## src/rtl/dlyb_cal_pkg.sv

```systemverilog
// Shared types and helpers for the dlyb delay-chain calibration controller.
package dlyb_cal_pkg;

    typedef enum logic [2:0] {
        ST_IDLE,
        ST_SETTLE,
        ST_SAMPLE,
        ST_DECIDE,
        ST_TRACK_WAIT
    } state_t;

    typedef enum logic {
        MODE_SEARCH,
        MODE_TRACK
    } mode_t;

    typedef enum logic [1:0] {
        VP_IDLE,
        VP_SETTLE,
        VP_SAMPLE,
        VP_HOLD
    } vphase_t;

    // Majority threshold: vote is 1 when the count of ones exceeds this.
    function automatic int unsigned vote_thresh(input int unsigned nsamp);
        return nsamp / 2;
    endfunction

endpackage

```

## src/rtl/dlyb_cal_vote.sv

```systemverilog
// Settle wait, phase-detector sampling and majority vote for one tap evaluation.
module dlyb_cal_vote
    import dlyb_cal_pkg::*;
#(
    parameter int unsigned SETTLE_CYC = 8,
    parameter int unsigned NSAMP      = 5
) (
    input  logic clk,
    input  logic rst_n,
    input  logic clear,
    input  logic start,
    input  logic pd,
    output logic settle_done,
    output logic sample_done,
    output logic decide_valid,
    output logic vote
);

    localparam int unsigned SW = $clog2(SETTLE_CYC + 1);
    localparam int unsigned VW = $clog2(NSAMP + 1);
    localparam logic [SW-1:0] SETTLE_LAST = SW'(SETTLE_CYC - 1);
    localparam logic [VW-1:0] SAMP_LAST   = VW'(NSAMP - 1);
    localparam logic [VW-1:0] THRESH      = VW'(vote_thresh(NSAMP));

    vphase_t       phase_q, phase_d;
    logic [SW-1:0] settle_cnt_q, settle_cnt_d;
    logic [VW-1:0] samp_cnt_q, samp_cnt_d;
    logic [VW-1:0] ones_q, ones_d;

    assign settle_done  = (phase_q == VP_SETTLE) && (settle_cnt_q == SETTLE_LAST);
    assign sample_done  = (phase_q == VP_SAMPLE) && (samp_cnt_q == SAMP_LAST);
    assign decide_valid = (phase_q == VP_HOLD);
    assign vote         = ones_q > THRESH;

    always_comb begin
        phase_d      = phase_q;
        settle_cnt_d = settle_cnt_q;
        samp_cnt_d   = samp_cnt_q;
        ones_d       = ones_q;
        if (clear) begin
            phase_d      = VP_IDLE;
            settle_cnt_d = '0;
            samp_cnt_d   = '0;
            ones_d       = '0;
        end else if (start) begin
            phase_d      = VP_SETTLE;
            settle_cnt_d = '0;
            samp_cnt_d   = '0;
            ones_d       = '0;
        end else begin
            case (phase_q)
                VP_SETTLE: begin
                    if (settle_done) phase_d = VP_SAMPLE;
                    else             settle_cnt_d = settle_cnt_q + SW'(1);
                end
                VP_SAMPLE: begin
                    ones_d = ones_q + VW'(pd);
                    if (sample_done) phase_d = VP_HOLD;
                    else             samp_cnt_d = samp_cnt_q + VW'(1);
                end
                VP_HOLD:  phase_d = VP_IDLE;
                default:  phase_d = VP_IDLE;
            endcase
        end
    end

    always_ff @(posedge clk or negedge rst_n) begin
        if (!rst_n) begin
            phase_q      <= VP_IDLE;
            settle_cnt_q <= '0;
            samp_cnt_q   <= '0;
            ones_q       <= '0;
        end else begin
            phase_q      <= phase_d;
            settle_cnt_q <= settle_cnt_d;
            samp_cnt_q   <= samp_cnt_d;
            ones_q       <= ones_d;
        end
    end

endmodule

```

## src/rtl/dlyb_chain_cal_ctrl.sv

```systemverilog
// Delay-line tap calibration: linear search for the first "late" tap, then
// periodic +/-1 bang-bang tracking of that tap; sole source of tap select.
module dlyb_chain_cal_ctrl
    import dlyb_cal_pkg::*;
#(
    parameter int unsigned NTAP       = 16,
    parameter int unsigned SETTLE_CYC = 8,
    parameter int unsigned NSAMP      = 5,
    parameter int unsigned TRACK_INT  = 256,
    localparam int unsigned TAPW      = $clog2(NTAP)
) (
    input  logic            CLK,
    input  logic            RN,
    input  logic            START,
    input  logic            PD,
    input  logic            OVR_EN,
    input  logic [TAPW-1:0] OVR_TAP,
    output logic [TAPW-1:0] TAP,
    output logic            BUSY,
    output logic            DONE,
    output logic            LOCKED,
    output logic            ERR
);

    localparam int unsigned     TW       = $clog2(TRACK_INT + 1);
    localparam logic [TAPW-1:0] TAP_MAX  = TAPW'(NTAP - 1);
    localparam logic [TW-1:0]   TRK_LAST = TW'(TRACK_INT - 1);

    state_t          state_q, state_d;
    mode_t           mode_q, mode_d;
    logic [TAPW-1:0] tap_q, tap_d;
    logic            busy_q, busy_d;
    logic            done_q, done_d;
    logic            locked_q, locked_d;
    logic            err_q, err_d;
    logic [TW-1:0]   trk_cnt_q, trk_cnt_d;

    logic vote_clear, vote_start;
    logic settle_done, sample_done, decide_valid, vote;

    dlyb_cal_vote #(
        .SETTLE_CYC(SETTLE_CYC),
        .NSAMP     (NSAMP)
    ) u_vote (
        .clk         (CLK),
        .rst_n       (RN),
        .clear       (vote_clear),
        .start       (vote_start),
        .pd          (PD),
        .settle_done (settle_done),
        .sample_done (sample_done),
        .decide_valid(decide_valid),
        .vote        (vote)
    );

    always_comb begin
        state_d    = state_q;
        mode_d     = mode_q;
        tap_d      = tap_q;
        busy_d     = busy_q;
        done_d     = 1'b0;
        locked_d   = locked_q;
        err_d      = err_q;
        trk_cnt_d  = '0;
        vote_clear = 1'b0;
        vote_start = 1'b0;
        if (OVR_EN) begin
            // Clamp keeps TAP legal when NTAP is not a power of two.
            state_d    = ST_IDLE;
            mode_d     = MODE_SEARCH;
            tap_d      = (OVR_TAP > TAP_MAX) ? TAP_MAX : OVR_TAP;
            locked_d   = 1'b0;
            busy_d     = 1'b0;
            vote_clear = 1'b1;
        end else if (START && (state_q == ST_IDLE || state_q == ST_TRACK_WAIT)) begin
            state_d    = ST_SETTLE;
            mode_d     = MODE_SEARCH;
            tap_d      = '0;
            busy_d     = 1'b1;
            err_d      = 1'b0;
            locked_d   = 1'b0;
            vote_start = 1'b1;
        end else begin
            case (state_q)
                ST_SETTLE: if (settle_done) state_d = ST_SAMPLE;
                ST_SAMPLE: if (sample_done) state_d = ST_DECIDE;
                ST_DECIDE: begin
                    if (decide_valid) begin
                        if (mode_q == MODE_SEARCH) begin
                            if (vote) begin
                                locked_d = 1'b1;
                                busy_d   = 1'b0;
                                done_d   = 1'b1;
                                state_d  = ST_TRACK_WAIT;
                            end else if (tap_q != TAP_MAX) begin
                                tap_d      = tap_q + TAPW'(1);
                                state_d    = ST_SETTLE;
                                vote_start = 1'b1;
                            end else begin
                                err_d   = 1'b1;
                                busy_d  = 1'b0;
                                done_d  = 1'b1;
                                state_d = ST_IDLE;
                            end
                        end else begin
                            if (vote) begin
                                if (tap_q != '0) tap_d = tap_q - TAPW'(1);
                                state_d = ST_TRACK_WAIT;
                            end else if (tap_q != TAP_MAX) begin
                                tap_d   = tap_q + TAPW'(1);
                                state_d = ST_TRACK_WAIT;
                            end else begin
                                err_d    = 1'b1;
                                locked_d = 1'b0;
                                state_d  = ST_IDLE;
                            end
                        end
                    end
                end
                ST_TRACK_WAIT: begin
                    if (trk_cnt_q == TRK_LAST) begin
                        mode_d     = MODE_TRACK;
                        state_d    = ST_SETTLE;
                        vote_start = 1'b1;
                    end else begin
                        trk_cnt_d = trk_cnt_q + TW'(1);
                    end
                end
                default: state_d = ST_IDLE;
            endcase
        end
    end

    always_ff @(posedge CLK or negedge RN) begin
        if (!RN) begin
            state_q   <= ST_IDLE;
            mode_q    <= MODE_SEARCH;
            tap_q     <= '0;
            busy_q    <= 1'b0;
            done_q    <= 1'b0;
            locked_q  <= 1'b0;
            err_q     <= 1'b0;
            trk_cnt_q <= '0;
        end else begin
            state_q   <= state_d;
            mode_q    <= mode_d;
            tap_q     <= tap_d;
            busy_q    <= busy_d;
            done_q    <= done_d;
            locked_q  <= locked_d;
            err_q     <= err_d;
            trk_cnt_q <= trk_cnt_d;
        end
    end

    assign TAP    = tap_q;
    assign BUSY   = busy_q;
    assign DONE   = done_q;
    assign LOCKED = locked_q;
    assign ERR    = err_q;

endmodule

```

## config.mk

```make
export PLATFORM = sky130hd
export DESIGN_NAME = dlyb_chain_cal_ctrl
export DESIGN_NICKNAME = d
export VERILOG_FILES = /design/src/rtl/dlyb_cal_pkg.sv /design/src/rtl/dlyb_cal_vote.sv /design/src/rtl/dlyb_chain_cal_ctrl.sv
export SDC_FILE = /design/constraint.sdc
export NUM_CORES = 1
export LEC_CHECK = 0
export BUFFER_PORTS_ARGS = -buffer_cell sky130_fd_sc_hd__buf_2
export CAP_MARGIN = 20
export CORE_MARGIN = 2
export CORE_UTILIZATION = 60
export CTS_BUF_LIST = sky130_fd_sc_hd__clkbuf_2 sky130_fd_sc_hd__clkbuf_4 sky130_fd_sc_hd__clkbuf_8
export CTS_CLUSTER_SIZE = 8
export DETAILED_ROUTE_END_ITERATION = 10
export GPL_ROUTABILITY_DRIVEN = 0
export PLACE_DENSITY = 0.83
export SLEW_MARGIN = 20
export SYNTH_ARGS = -nofsm -noshare
export SYNTH_HDL_FRONTEND = slang
export SYNTH_SLANG_ARGS = --single-unit
```

## constraint.sdc

```tcl
create_clock -name CLK -period 2.19 [get_ports CLK]
set_input_delay 0.3285 -clock CLK [delete_from_list [all_inputs] [get_ports CLK]]
set_output_delay 0.3285 -clock CLK [all_outputs]
set_load 0.005 [all_outputs]
```

==> results.sh, run 1 <==
export IMPL_outcome="finished clean"
export IMPL_cts_made_buffers=5
export IMPL_cts_sinks=33
export IMPL_cts_tree="built"
export IMPL_die_h_um=61.67
export IMPL_finalHoldViolCount=0
export IMPL_hold_class="in2async"
export IMPL_synth_area_leaders="dfrtp_1 (41%), ha_1 (7.5%), nor2_1 (4.9%)"
export IMPL_layout_drive_gt1_share=0.1390
export IMPL_drtAntennaViolNets=0
export IMPL_hpwlAfterDp_um=2979
export IMPL_worstMarginPinSlew_ns=0.7127
export IMPL_ys_seq_area_frac=0.4138
export IMPL_arrival_ns=2.24
export IMPL_post_cts_buffers=0
export IMPL_ir_drop_mv=0.4649
export IMPL_htree_levels=2
export IMPL_finClkSkew_ns=0.002473
export IMPL_synthesis_area_mm2=0.001996
export IMPL_synth_cells=211
export IMPL_setup_ws_ns=0.2068
export IMPL_fill_cells=254
export IMPL_fin_crit_ns=1.983
export IMPL_clk_pin_slew_ns=0.10
export IMPL_synth_edf_count=0
export IMPL_drtIter0Drc=103
export IMPL_grt_pass1_wl_um=7079
export IMPL_setup_worst_path_end_class="flop"
export IMPL_place_ws_ns=0.2639
export IMPL_p_leak_nw=0.9865
export IMPL_grt_ovfl_total=0
export IMPL_dieArea_mm2=0.003803
export IMPL_p_per_area_mw_per_mm2=625.5
export IMPL_grt_pass1_vias=1681
export IMPL_worstSetupPathType="reg2reg"
export IMPL_cts_buffer_depth=2
export IMPL_synth_ff_type="dfrtp_1"
export IMPL_io_pins=17
export IMPL_wl_per_cell_um=15.52
export IMPL_relSlewSlack=0.5249
export IMPL_via_per_inst=6.247
export IMPL_synth_cell_type_count=49
export IMPL_report_final_slew_viol_count=0
export IMPL_critical_path_max_fanout=11
export IMPL_yosysTopAreaCell="dfrtp_1"
export IMPL_n_antenna_cell=0
export IMPL_coreArea_mm2=0.003103
export IMPL_num_nets_final=243
export IMPL_die_x_um=61.67
export IMPL_fin_crit_sh=0.9056
export IMPL_cts_resized=0
export IMPL_area_delta_synth_final_pct=7.586
export IMPL_synthTopCellsByCount="dfrtp_1 (33), nor2_1 (26), a21oi_1 (13), nand3_1 (13), ha_1 (12)"
export IMPL_synth_most_common_cell="dfrtp_1"
export IMPL_insertion_delay_ns=0.34
export IMPL_cts_hold_buf=0
export IMPL_groute_usage_overall=0.2554
export IMPL_std_cell_rows=20
export IMPL_maxCapViolCount=0
export IMPL_startpoint_type="flop"
export IMPL_setup_viol=0
export IMPL_antenna_found_initial=0
export IMPL_rsz0062_at_grt="no"
export IMPL_required_ns=2.45
export IMPL_max_freq_mhz=504.2
export IMPL_synth_nets=232
export IMPL_synth_area_per_cell_um2=9.458
export IMPL_yosys_warnings=0
export IMPL_netlist_area_leader_share=0.4138
export IMPL_synthArstFlopShare=1.000
export IMPL_drc=0
export IMPL_firstDrtPassIters=4
export IMPL_wirelength_um=4143
export IMPL_clockRootBuffer="clkbuf_4"
export IMPL_grt_max_degree=34
export IMPL_vias=1668
export IMPL_io_buffer_count=16
export IMPL_ys_seq_elements=33
export IMPL_setup_tns_ns=0
export IMPL_start_util=0.6431
==> cell type report <==
class                   count  area (um2)  share of cell area
clock buffers               7       58.81             0.02739
clock inverters             1       30.03             0.01399
inverters                   9       33.78             0.01573
multi-input cells         156        1056              0.4918
flip-flops and latches     33       825.8              0.3846
well taps                  44       55.05             0.02564
repair buffers             17       87.58             0.04079
==> flip-flops by register name, indices dropped and copies added (netlist names) <==
signal and flops:
LOCKED 1, TAP 4, DONE 1, BUSY 1, ERR 1, state_q 3, mode_q 1, u_vote.ones_q 3
u_vote.phase_q 2, u_vote.samp_cnt_q 3, trk_cnt_q 9, u_vote.settle_cnt_q 4
==> cells in the final DEF, fill, tap and decap left out, types with 2 or more instances in the layout <==
| master | n |
|---|---|
| ha_1 | 12 |
| nand2_1 | 11 |
| o21ai_0 | 5 |
| clkbuf_4 | 6 |
| nand3_1 | 13 |
| nor3_1 | 10 |
| a21o_1 | 3 |
| and3_1 | 4 |
| a32oi_1 | 3 |
| a211oi_1 | 3 |
| and2_1 | 2 |
| dfrtp_1 | 33 |
| and4b_1 | 2 |
| buf_2 | 16 |
| xnor2_1 | 4 |
| o41ai_1 | 2 |
| o31ai_1 | 5 |
| nand4b_1 | 3 |
| a21oi_1 | 13 |
| xor2_1 | 6 |
| inv_1 | 9 |
| a21boi_0 | 2 |
| mux2i_1 | 3 |
| nor4_1 | 2 |
| nor2_1 | 26 |
==> stage by stage <==
stage               hold slack, ns  std cells    util  power (W)  area [um2]
finish                     0.03309        267  0.6919   0.001343        2147
global route               0.07099        267  0.6919   0.001409        2147
CTS                        0.05218        267  0.6919   0.001348        2147
detailed placement          0.4256        259  0.6633  0.0008597        2058
global placement            0.4165        259  0.6633  0.0008461        2058
floorplan                  0.03291        211       -  0.0008005        1996
==> metal layers <==
layer / track usage / wire length (um) / vias up
li1: - / - / 790
met1: 0.3012 / 1711 / 793
met2: 0.4331 / 2094 / 72
met3: 0.06303 / 246 / 13
met4: 0.1246 / 91 / 0
met5: 0 / 0 / -
==> critical path: stages, from the launching register on <==
cell and delay [ns]:
dfrtp_1 0.48, ha_1 0.28, and3_1 0.31, nor4_1 0.10
or4_4 0.53, nor3_1 0.21
==> cells by family after synthesis <==
family | synth area share
compound gates | 0.1561
flops | 0.4138
fa+ha+maj | 0.07523
mux | 0.01505
buf+inv | 0.05705
xor+xnor | 0.04389
simple gates | 0.2389
==> power breakdown <==
group          internal, W  total, W  switching (W)
sequential        0.000629  0.000665      0.0000357
clock             0.000285  0.000492       0.000207
combinational    0.0000785  0.000186       0.000107
total             0.000993   0.00134       0.000350
==> worst paths after layout <==
check	startpoint	endpoint	slack [ns]	cells after the start
max in group asynchronous	RN	TAP[1]	1.71	1
min	RN	trk_cnt_q[3]	0.03	1
min in group CLK	OVR_TAP[1]	TAP[1]	0.21	3
max	TAP[1]	u_vote.samp_cnt_q[2]	0.21	5
max reg2reg	TAP[1]	u_vote.samp_cnt_q[2]	0.21	5
min reg2reg	trk_cnt_q[0]	trk_cnt_q[0]	0.49	1
Note: power is estimated with default switching activity, not from simulation.
==> inputs of run 2 (changes only) <==
Settings changed: SETUP_SLACK_MARGIN from default to 0.5, SLEW_MARGIN 20 to 10.
==> results.sh, run 2 (synthesized netlist as in run 1, its figures left out) <==
export IMPL_area_delta_synth_final_pct=27.02
export IMPL_finClkSkew_ns=0.01698
export IMPL_cts_tree="built"
export IMPL_hold_class="in2async"
export IMPL_io_buffer_count=16
export IMPL_regMostFlops="trk_cnt_q"
export IMPL_setup_worst_path_end_class="flop"
export IMPL_grt_max_degree=34
export IMPL_hpwlAfterDp_um=2858
export IMPL_startpoint_type="flop"
export IMPL_required_ns=2.44
export IMPL_rsz0062_at_grt="yes"
export IMPL_reg2reg_slack_ns=0.37
export IMPL_grt_pass1_vias=1681
export IMPL_layout_commonest_cell="buf_4"
export IMPL_layout_common_cells="buf_4 (31), dfrtp_1 (27), nor2_1 (22)"
export IMPL_setup_ws_ns=0.3696
export IMPL_vias=1869
export IMPL_clk_pin_slew_ns=0.11
export IMPL_p_per_area_mw_per_mm2=528.6
export IMPL_die_h_um=61.67
export IMPL_worstSetupPathType="reg2reg"
export IMPL_holdWs_ns=0.02113
export IMPL_dieArea_mm2=0.003803
export IMPL_wirelength_um=5453
export IMPL_report_final_slew_viol_count=0
export IMPL_antenna_found_initial=0
export IMPL_num_nets_final=274
export IMPL_n_antenna_cell=0
export IMPL_std_cell_rows=20
export IMPL_via_per_inst=6.293
export IMPL_setup_viol=0
export IMPL_p_leak_nw=1.135
export IMPL_relSlewSlack=0.4967
export IMPL_die_x_um=61.67
export IMPL_start_util=0.6431
export IMPL_drc=0
export IMPL_layout_drive_gt1_share=0.3874
export IMPL_htree_levels=2
export IMPL_rr_worst_depth=6
export IMPL_maxCapViolCount=0
export IMPL_firstDrtPassIters=4
export IMPL_insertion_delay_ns=0.36
export IMPL_io_pins=17
export IMPL_cts_buffer_depth=2
export IMPL_drtIter0Drc=135
export IMPL_grt_ovfl_total=0
export IMPL_p_total_w=0.001340
export IMPL_coreArea_mm2=0.003103
export IMPL_outcome="finished clean"
export IMPL_fin_crit_sh=0.8312
export IMPL_largest_reg_flops=9
export IMPL_groute_usage_overall=0.2870
export IMPL_ir_drop_mv=0.3967
export IMPL_cts_hold_buf=0
export IMPL_arrival_ns=2.07
export IMPL_place_ws_ns=0.3491
export IMPL_worstMarginPinSlew_ns=0.7550
export IMPL_grt_pass1_wl_um=7762
export IMPL_max_freq_mhz=549.3
export IMPL_cts_made_buffers=5
export IMPL_critical_path_max_fanout=3
export IMPL_cts_sinks=33
export IMPL_setup_tns_ns=0
export IMPL_fin_crit_ns=1.820
export IMPL_wl_per_cell_um=18.36
export IMPL_clockRootBuffer="clkbuf_4"
export IMPL_finalHoldViolCount=0
export IMPL_drtAntennaViolNets=0
==> run 2: changes by cell type in the layout (fill, tap and decap cells not counted), moves of 3 or more <==
cell	delta
dfrtp_1	-6
nor2_2	+3
ha_4	+4
dfrtp_2	+6
ha_1	-6
nor2_1	-4
buf_4	+30
==> run 2: power by group <==
part | switching [W] | internal, W
registers | 0.0000349 | 0.000631
logic | 0.000151 | 0.000141
clock network | 0.000219 | 0.000164
==> run 2: routing by layer <==
| metal | wire [um] | GRT usage | vias up |
|---|---|---|---|
| met3 | 269 | 0.06092 | 21 |
| met4 | 161 | 0.1155 | 0 |
| met2 | 2867 | 0.5008 | 69 |
| met1 | 2154 | 0.3432 | 928 |
| li1 | - | - | 851 |
| met5 | 0 | 0 | - |
==> run 2: critical path: stages, from the launching register on <==
cell and delay (ns):
dfrtp_2 0.46, inv_2 0.09, ha_4 0.13, or3b_4 0.38, and3_4 0.19, o211a_1 0.20, a221o_1 0.26
==> run 2: repair_timing <==
item | CTS | global route
gates cloned | 1 | 0
endpoints found under the setup margin | 17 | 19
buffers inserted | 16 | 14
pin swaps | 15 | 7
gates resized for setup | 25 | 20
==> run 2: path summary, 6_finish.rpt <==
path	start	to
max in group asynchronous	RN	state_q[1]
setup reg to reg	TAP[1]	TAP[0]
setup / recovery	TAP[1]	TAP[0]
hold reg to reg	ERR	ERR
min in group CLK	OVR_TAP[2]	TAP[2]
hold / removal	RN	TAP[3]
==> run 2: area by class of cell <==
cell class	instances	area [um2]
Fill cell	200	568.0
Sequential cell	33	833.3
Multi-Input combinational cell	157	1241
Clock buffer	7	58.81
Inverter	9	33.78
Timing Repair Buffer	47	312.8
Tap cell	44	55.05
==> run 2: through the flow <==
step | cells | utilization | area [um2]
after detailed placement | 259 | 0.6661 | 2067
after global routing | 297 | 0.8169 | 2535
after floorplan | 211 | - | 2004
final | 297 | 0.8169 | 2535
after CTS | 283 | 0.7512 | 2331
after global placement | 259 | 0.6661 | 2067
